### config.mk
export PLATFORM = sky130hd
export DESIGN_NAME = pipelined_hc_adder
export DESIGN_NICKNAME = d
export VERILOG_FILES = /design/src/rtl/pipelined_hc_adder.sv
export SDC_FILE = /design/constraint.sdc
export NUM_CORES = 1
export LEC_CHECK = 0
export CORE_UTILIZATION = 55
export CTS_CLUSTER_SIZE = 24
export DETAILED_ROUTE_END_ITERATION = 10
export HOLD_SLACK_MARGIN = 0.02
export PLACE_DENSITY = 0.83
export SYNTH_ARGS = -nofsm -noshare
export SYNTH_HDL_FRONTEND = slang
export SYNTH_SLANG_ARGS = --single-unit
### constraint.sdc
create_clock -name clk -period 3.2 [get_ports clk]
set_clock_uncertainty 0.2 [all_clocks]
set_input_delay 0.48 -clock clk [delete_from_list [all_inputs] [get_ports clk]]
set_output_delay 0.48 -clock clk [all_outputs]
set_load 0.01 [all_outputs]
### src/rtl/pipelined_hc_adder.sv
// Han-Carlson prefix adder/subtractor with valid/ready handshake on both sides.
// Latency: PIPE register stages (1 or 2) from input accept to out_valid.
// Backpressure: per-stage bubble collapse; in_ready drops only when every stage is full and out_ready=0.
//
// Ports:
//   clk, rst_n                    - clock, asynchronous active-low reset
//   in_valid/in_ready             - operand handshake; in_a, in_b, in_cin, in_sub operands
//   out_valid/out_ready           - result handshake
//   out_sum, out_cout, out_ovf, out_zero - sum, carry (no-borrow for sub), signed overflow, zero flag
module pipelined_hc_adder #(
    parameter int WIDTH = 32,
    parameter int PIPE  = 2
) (
    input  logic             clk,
    input  logic             rst_n,
    input  logic             in_valid,
    output logic             in_ready,
    input  logic [WIDTH-1:0] in_a,
    input  logic [WIDTH-1:0] in_b,
    input  logic             in_cin,
    input  logic             in_sub,
    output logic             out_valid,
    input  logic             out_ready,
    output logic [WIDTH-1:0] out_sum,
    output logic             out_cout,
    output logic             out_ovf,
    output logic             out_zero
);

    localparam int LOG = $clog2(WIDTH);
    // Prefix levels: 1 = Brent-Kung pairing, 2..LOG = Kogge-Stone on odd bits,
    // LOG+1 = final Brent-Kung fill of even bits. CUT is the last level in front of
    // the mid-pipe register; with a single stage everything is in front.
    localparam int CUT = (PIPE == 2) ? 1 + LOG / 2 : LOG + 1;

    // One prefix level. Returns {G, P}. After all levels G[i] is the carry out of bit i.
    function automatic logic [2*WIDTH-1:0] hc_level(input int lvl,
                                                    input logic [WIDTH-1:0] g,
                                                    input logic [WIDTH-1:0] p);
        logic [WIDTH-1:0] go;
        logic [WIDTH-1:0] po;
        go = g;
        po = p;
        for (int i = 0; i < WIDTH; i++) begin
            if (lvl == 1) begin
                if (i % 2 == 1) begin
                    go[i] = g[i] | (p[i] & g[i-1]);
                    po[i] = p[i] & p[i-1];
                end
            end else if (lvl <= LOG) begin
                if ((i % 2 == 1) && (i >= (1 << (lvl - 1)))) begin
                    go[i] = g[i] | (p[i] & g[i-(1<<(lvl-1))]);
                    po[i] = p[i] & p[i-(1<<(lvl-1))];
                end
            end else begin
                if ((i % 2 == 0) && (i > 0)) begin
                    go[i] = g[i] | (p[i] & g[i-1]);
                    po[i] = p[i] & p[i-1];
                end
            end
        end
        return {go, po};
    endfunction

    // Front half: operand conditioning plus prefix levels 1..CUT.
    logic [WIDTH-1:0] f_bx, f_pb, f_g, f_p;
    logic             f_c0;

    always_comb begin
        f_bx = in_sub ? ~in_b : in_b;
        f_c0 = in_sub | in_cin;
        f_pb = in_a ^ f_bx;
        f_g  = in_a & f_bx;
        f_p  = f_pb;
        // Fold the carry-in into bit 0 so no prefix node ever needs it again.
        f_g[0] = f_g[0] | (f_pb[0] & f_c0);
        for (int l = 1; l <= CUT; l++) begin
            {f_g, f_p} = hc_level(l, f_g, f_p);
        end
    end

    // Back half inputs: registered mid-pipe state (PIPE=2) or the front half directly.
    logic [WIDTH-1:0] m_g, m_p, m_pb;
    logic             m_c0, m_amsb, m_bmsb;

    logic [WIDTH-1:0] b_g, b_p, b_sum;
    logic             b_cout, b_ovf, b_zero;

    always_comb begin
        b_g = m_g;
        b_p = m_p;
        for (int l = CUT + 1; l <= LOG + 1; l++) begin
            {b_g, b_p} = hc_level(l, b_g, b_p);
        end
        b_sum  = m_pb ^ {b_g[WIDTH-2:0], m_c0};
        b_cout = b_g[WIDTH-1];
        b_ovf  = (m_amsb == m_bmsb) && (b_sum[WIDTH-1] != m_amsb);
        b_zero = (b_sum == '0);
    end

    // Output stage advances when empty or when its result is being taken.
    logic out_adv;
    assign out_adv = !out_valid || out_ready;

    generate
        if (PIPE == 1) begin : g_pipe1
            assign m_g      = f_g;
            assign m_p      = f_p;
            assign m_pb     = f_pb;
            assign m_c0     = f_c0;
            assign m_amsb   = in_a[WIDTH-1];
            assign m_bmsb   = f_bx[WIDTH-1];
            assign in_ready = out_adv;

            always_ff @(posedge clk or negedge rst_n) begin
                if (!rst_n) begin
                    out_valid <= 1'b0;
                    out_sum   <= '0;
                    out_cout  <= 1'b0;
                    out_ovf   <= 1'b0;
                    out_zero  <= 1'b0;
                end else if (out_adv) begin
                    out_valid <= in_valid;
                    if (in_valid) begin
                        out_sum  <= b_sum;
                        out_cout <= b_cout;
                        out_ovf  <= b_ovf;
                        out_zero <= b_zero;
                    end
                end
            end
        end else begin : g_pipe2
            logic s1_valid;
            assign in_ready = !s1_valid || out_adv;

            always_ff @(posedge clk or negedge rst_n) begin
                if (!rst_n) begin
                    s1_valid  <= 1'b0;
                    m_g       <= '0;
                    m_p       <= '0;
                    m_pb      <= '0;
                    m_c0      <= 1'b0;
                    m_amsb    <= 1'b0;
                    m_bmsb    <= 1'b0;
                    out_valid <= 1'b0;
                    out_sum   <= '0;
                    out_cout  <= 1'b0;
                    out_ovf   <= 1'b0;
                    out_zero  <= 1'b0;
                end else begin
                    if (in_ready) begin
                        s1_valid <= in_valid;
                        if (in_valid) begin
                            m_g    <= f_g;
                            m_p    <= f_p;
                            m_pb   <= f_pb;
                            m_c0   <= f_c0;
                            m_amsb <= in_a[WIDTH-1];
                            m_bmsb <= f_bx[WIDTH-1];
                        end
                    end
                    if (out_adv) begin
                        out_valid <= s1_valid;
                        if (s1_valid) begin
                            out_sum  <= b_sum;
                            out_cout <= b_cout;
                            out_ovf  <= b_ovf;
                            out_zero <= b_zero;
                        end
                    end
                end
            end
        end
    endgenerate

endmodule

# After elaboration in Yosys (flattened, before gate mapping)

Index checks and enable logic that the tools add are counted.

Logic and storage cells: 243
Bits of input ports: 70
Flip-flop bits (word level): 136
Output and inout port bits: 37

Multiplexer cells: 1
Bitwise operators: 220
Reductions and logical operators: 8
Equal/unequal tests: 2

Operators by type and width:

| operator          | count |
|---|---|
| $and 1x1->1       | 134 |
| $or 1x1->1        | 82 |
| $xor 32x32->32    | 2 |
| $and 32x32->32    | 1 |
| $logic_not 32->1  | 1 |
| $mux 32           | 1 |
| $not 32->32       | 1 |
| $reduce_and 2->1  | 2 |
| $logic_not 1->1   | 2 |
| $logic_or 1x1->1  | 2 |
| $eq 1x1->1        | 1 |
| $logic_and 1x1->1 | 1 |
| $ne 1x1->1        | 1 |

# Logic depth before layout (Yosys ltp)

Word-level depth: 11
Gate-level depth with buffers: 9
Depth with buffers taken out: 9

# Worst setup path after synthesis

OpenSTA, ideal clock, no wires.

Path kind: input -> register
From: in in_sub
To: reg m_g[27]
Setup time: 0.125 ns
Required time: 2.875 ns
Setup slack: 0.766 ns
Buffers on the path: 2
Arrival time: 2.109 ns
Stages on the path: 9
Cell sequence: buf_6 > buf_2 > xor2_1 > ha_1 > a21o_1 > a21o_1 > a21oi_1 > o21ai_0 > mux2_2

Word-level cells in the longest chain between the ends: 8
Elaborated cells between the ends (all ways): 21
Those cells by class: mux: 1; bitwise: 20

RTL lines:

| what                 | RTL line | text |
|---|---|---|
| from (decl)          | 21       | `input logic in_sub,` |
| $mux 32              | 70       | `f_bx = in_sub ? ~in_b : in_b;` |
| $xor 32x32->32       | 72       | `f_pb = in_a ^ f_bx;` |
| named net f_pb[21]   | 66       | `logic [WIDTH-1:0] f_bx, f_pb, f_g, f_p;` |
| $and 1x1->1          | n/a      |  |
| $or 1x1->1           | n/a      |  |
| $and 1x1->1          | 52       | `go[i] = g[i] \| (p[i] & g[i-(1<<(lvl-1))]);` |
| $or 1x1->1           | 52       |  |
| $and 1x1->1          | 52       |  |
| $or 1x1->1           | 52       |  |
| to (signal assigned) | 154      | `m_g <= f_g;` |
| to (decl)            | 83       | `logic [WIDTH-1:0] m_g, m_p, m_pb;` |

The timed path passes the listed nets, and every way through them passes these cells.
A chain may end at the register's enable or synchronous reset.

# Worst setup path after layout

From: reg m_g[5]
To: reg out_zero

Elaborated cells between the ends (all ways): 16
Those cells by class: bitwise: 15; reduce/logical: 1

RTL lines:

| what                 | RTL line | text |
|---|---|---|
| $and 1x1->1          | 52       |  |
| $or 1x1->1           | 52       |  |
| $and 1x1->1          | 52       |  |
| $or 1x1->1           | 52       |  |
| $xor 32x32->32       | 95       | `b_sum = m_pb ^ {b_g[WIDTH-2:0], m_c0};` |
| named net b_sum[30]  | 86       | `logic [WIDTH-1:0] b_g, b_p, b_sum;` |
| $logic_not 32->1     | 98       | `b_zero = (b_sum == '0);` |
| to (signal assigned) | 168      | `out_zero <= b_zero;` |
| to (decl)            | 27       | `output logic out_zero` |

The timed path passes the listed nets, and every way through them passes these cells.

==> parameters.txt <==
Parameter                              Value

Floorplan
  Boundary pin count    107
  Number of placement rows    37
  Effective utilization at floorplan    0.574
  Die area    11300 sq um
  Die Span Y    106 um
  Floorplan die width    106 um
  Core ar.    10400 sq um

Power and ir drop
  PwrDens    737 nW/um^2
  Peak supply drop    0.397 mV
  Leakage power summed over all cells    3.59 nW

GRT
  Maximum number of pins on one net before global-route repair    84
  Initial antenna violation count    0
  Vias in the first global route    4719
  Total global-route track usage    0.275
  Total congestion overflow    0
  Global-route wire length before repair    23500 um

Worst hold path
  Path type of the worst min-delay path    reg2reg

Logic synthesis
  Flip-flop and latch count after synthesis    116
  Post-synth ARST share    1.00
  Average cell area after synthesis    11.6 sq um
  Yosys cell types    34
  Number of instances in the synthesized netlist    516
  Proportion of synthesized chip area in sequential cells    0.485
  Number of flops mapped to enable cells by yosys    0
  Area of the mapped netlist    5980 sq um
  Synthesis Warnings    0
  Most used flip-flop cell after synthesis    sky130_fd_sc_hd__dfrtp_1
  Net count after synthesis    633

Finish
  Count of inserted antenna diode cells    0
  Final non-filler cell total    780
  Share of final-layout standard cells stronger than drive strength 1    0.182
  Most frequent standard cell in the layout excluding fill and tap cells    sky130_fd_sc_hd__dfrtp_1
  Area Growth Syn to Fin    30.5%
  Nets@finish    748
  Commonest cells after routing, fill and taps aside    116 x sky130_fd_sc_hd__dfrtp_1, 104 x sky130_fd_sc_hd__clkdlybuf4s50_1, 73 x sky130_fd_sc_hd__mux2_2
  Total of fill cells in the finished design    651

Timing
  Final hold violation count    0
  Period Utilization, post-route    0.876
  Clock period minus worst slack    2800 ps
  Relative slew slack    0.302
  Maximum achievable frequency    0.357 GHz
  Sum of negative setup slack    0 ps
  Setup repair after global routing missed its margin    false
  Slew at the pin closest to its max-slew limit    1050 ps
  Slew Limit Fails    0
  Number of endpoints failing setup at the final stage    0

Clocking
  Post-CTS Repair Setup Buffers    0
  Worst-path clk slew    60 ps
  Count of cells resized by post-cts repair    0
  Depth of the CTS H-tree    4
  Cell chosen for the clock root    sky130_fd_sc_hd__clkbuf_8
  Worst-Skew Late Latency    520 ps
  CTS tree    built
  Worst-case clock buffer depth    2
  Clock buffer count from CTS    17
  Clk sinks    116

Place
  Port Buf Inserts    106
  Final HPWL DP    10300 um
  Number of placed instances, taps included    747
  Placer's final routability congestion estimate    0.825

Routing
  Vias per cell    5.78
  Violation count after the first detailed-routing iteration    262
  Wire length per cell after detailed routing    18.5 um
  Post-Route WL    14400 um
  DRC violations left    0
  Count of vias placed by the detailed router    4507
  Number of nets with antenna violations after detailed routing    0
  First-pass iteration count of the detailed router    5

Critical path
  Worst path required time    3450 ps
  Crit path kind    reg2reg
  Worst path most repeated cell    sky130_fd_sc_hd__a21o_1
  CP Launch Type    register
  CP max FO    3
  Crit path largest cell delay    430 ps
  Worst Path Arrival    3050 ps
  Critical path's top delay family    simple AND/OR/NAND/NOR gates
  Cell breakdown of the critical path    a21o_1, a21o_1, a21o_1, ha_1, nor4_1, nand3_1, nor3_1, and4_1, a22o_1
  Critical Path Slowest Stage Cell    sky130_fd_sc_hd__nor4_1
  Buf+Inv Stages, Crit Path    0
  Critical Path End Type    register

Flow run
  Max-cap violations    0

Status
  Status    complete, no violations
-- layout make-up --
| type | instances | area, sq um | share of cell area |
|---|---|---|---|
| Clock inverter | 13 | 159 | 0.0204 |
| Multi-Input combinational cell | 375 | 2970 | 0.380 |
| Inverter | 5 | 18.8 | 0.00240 |
| Tap cell | 136 | 170 | 0.0218 |
| Clock buffer | 19 | 432 | 0.0553 |
| Timing Repair Buffer | 116 | 1160 | 0.148 |
| Sequential cell | 116 | 2900 | 0.372 |
-- cell families (layout without fill, tap and decap cells) --
logic type      Yosys count  count (layout)  share of synthesized area
buf+inv                  25             153                     0.0197
xor+xnor                 49              49                     0.0717
mux                      73              73                      0.137
flops                   116             116                      0.485
compound gates          105             105                      0.110
fa+ha+maj                47              47                     0.0983
simple gates            101             101                     0.0772
-- worst register-to-register path, delay by kind of cell (launching register included) --
| kind | cells | cell delay (ps) |
|---|---|---|
| flip-flops | 1 | 410 |
| AND/OR/NAND/NOR | 4 | 970 |
| AO/OA/AOI/OAI | 4 | 820 |
| adder cells (fa/ha/maj) | 1 | 340 |
-- cell usage after synthesis (2+ instances only) --
| library cell | n | share of area |
|---|---|---|
| sky130_fd_sc_hd__nor4_1 | 3 | 0.0031 |
| sky130_fd_sc_hd__nand3_1 | 2 | 0.0017 |
| sky130_fd_sc_hd__dfrtp_1 | 116 | 0.49 |
| sky130_fd_sc_hd__clkbuf_1 | 6 | 0.0038 |
| sky130_fd_sc_hd__nand2_1 | 48 | 0.030 |
| sky130_fd_sc_hd__nor2_1 | 19 | 0.012 |
| sky130_fd_sc_hd__mux2_2 | 73 | 0.14 |
| sky130_fd_sc_hd__nand4_1 | 13 | 0.014 |
| sky130_fd_sc_hd__buf_2 | 13 | 0.011 |
| sky130_fd_sc_hd__a21o_1 | 27 | 0.034 |
| sky130_fd_sc_hd__nand2b_1 | 4 | 0.0042 |
| sky130_fd_sc_hd__xnor2_1 | 2 | 0.0029 |
| sky130_fd_sc_hd__o21ai_0 | 33 | 0.028 |
| sky130_fd_sc_hd__nor3_1 | 5 | 0.0042 |
| sky130_fd_sc_hd__xor2_1 | 47 | 0.069 |
| sky130_fd_sc_hd__a21oi_1 | 21 | 0.018 |
| sky130_fd_sc_hd__ha_1 | 47 | 0.098 |
| sky130_fd_sc_hd__inv_1 | 5 | 0.0031 |
| sky130_fd_sc_hd__and2_1 | 2 | 0.0021 |
| sky130_fd_sc_hd__o31ai_1 | 9 | 0.011 |
| sky130_fd_sc_hd__o21bai_1 | 6 | 0.0075 |
| sky130_fd_sc_hd__o41ai_1 | 2 | 0.0029 |
| sky130_fd_sc_hd__and4_1 | 2 | 0.0029 |
-- routing by layer --
layer  up-vias  part of all wire  global-route usage
met5         -                 0                   0
met4         0             0.026               0.120
met3        37             0.043              0.0546
met2       153              0.50               0.455
met1      2226              0.43               0.351
li1       2091                 -                   -
-- what timing repair did --
item / 4_1_cts / 5_1_grt
endpoints found under the hold margin: 81 / 0
setup endpoints to repair: 0 / 0
hold buffers: 1 / 0
-- registers in the layout, summed over array words and instances, names as in the netlist --
signal            flops
m_p                  12
m_g                  32
out_sum              32
m_c0                  1
m_amsb                1
out_cout              1
out_valid             1
out_ovf               1
m_pb                 32
out_zero              1
g_pipe2.s1_valid      1
m_bmsb                1
-- where the power goes --
part	switching [W]	internal (W)	total [W]	leakage, nW
clock network	0.000686	0.00120	0.00189	0.272
registers	0.000220	0.00186	0.00208	1.42
logic	0.000846	0.000944	0.00179	1.90
-- final timing paths --
kind                             startpoint          end  slack [ps]  cells past startpoint
max in group asynchronous             rst_n      m_pb[7]        1440                      3
worst min-delay path            out_sum[23]  out_sum[23]         270                      2
worst max register to register       m_g[5]     out_zero         400                      9
worst max-delay path                 m_g[5]     out_zero         400                      9
min in group asynchronous             rst_n  out_sum[15]         500                      2
worst min register to register  out_sum[23]  out_sum[23]         270                      2
-- through the flow --
stage          utilization  area, sq um  setup WS [ps]  hold slack (ps)  power [W]
2_1_floorplan            -         5980            766            -15.6    0.00300
3_3_place_gp         0.692         7210            372              259    0.00379
3_5_place_dp         0.692         7210            277              263    0.00386
4_1_cts              0.750         7810            474              282    0.00577
5_1_grt              0.750         7810            339              307    0.00603
6_report             0.750         7810            397              274    0.00575
No activity file was read; power rests on OpenSTA's default activity.
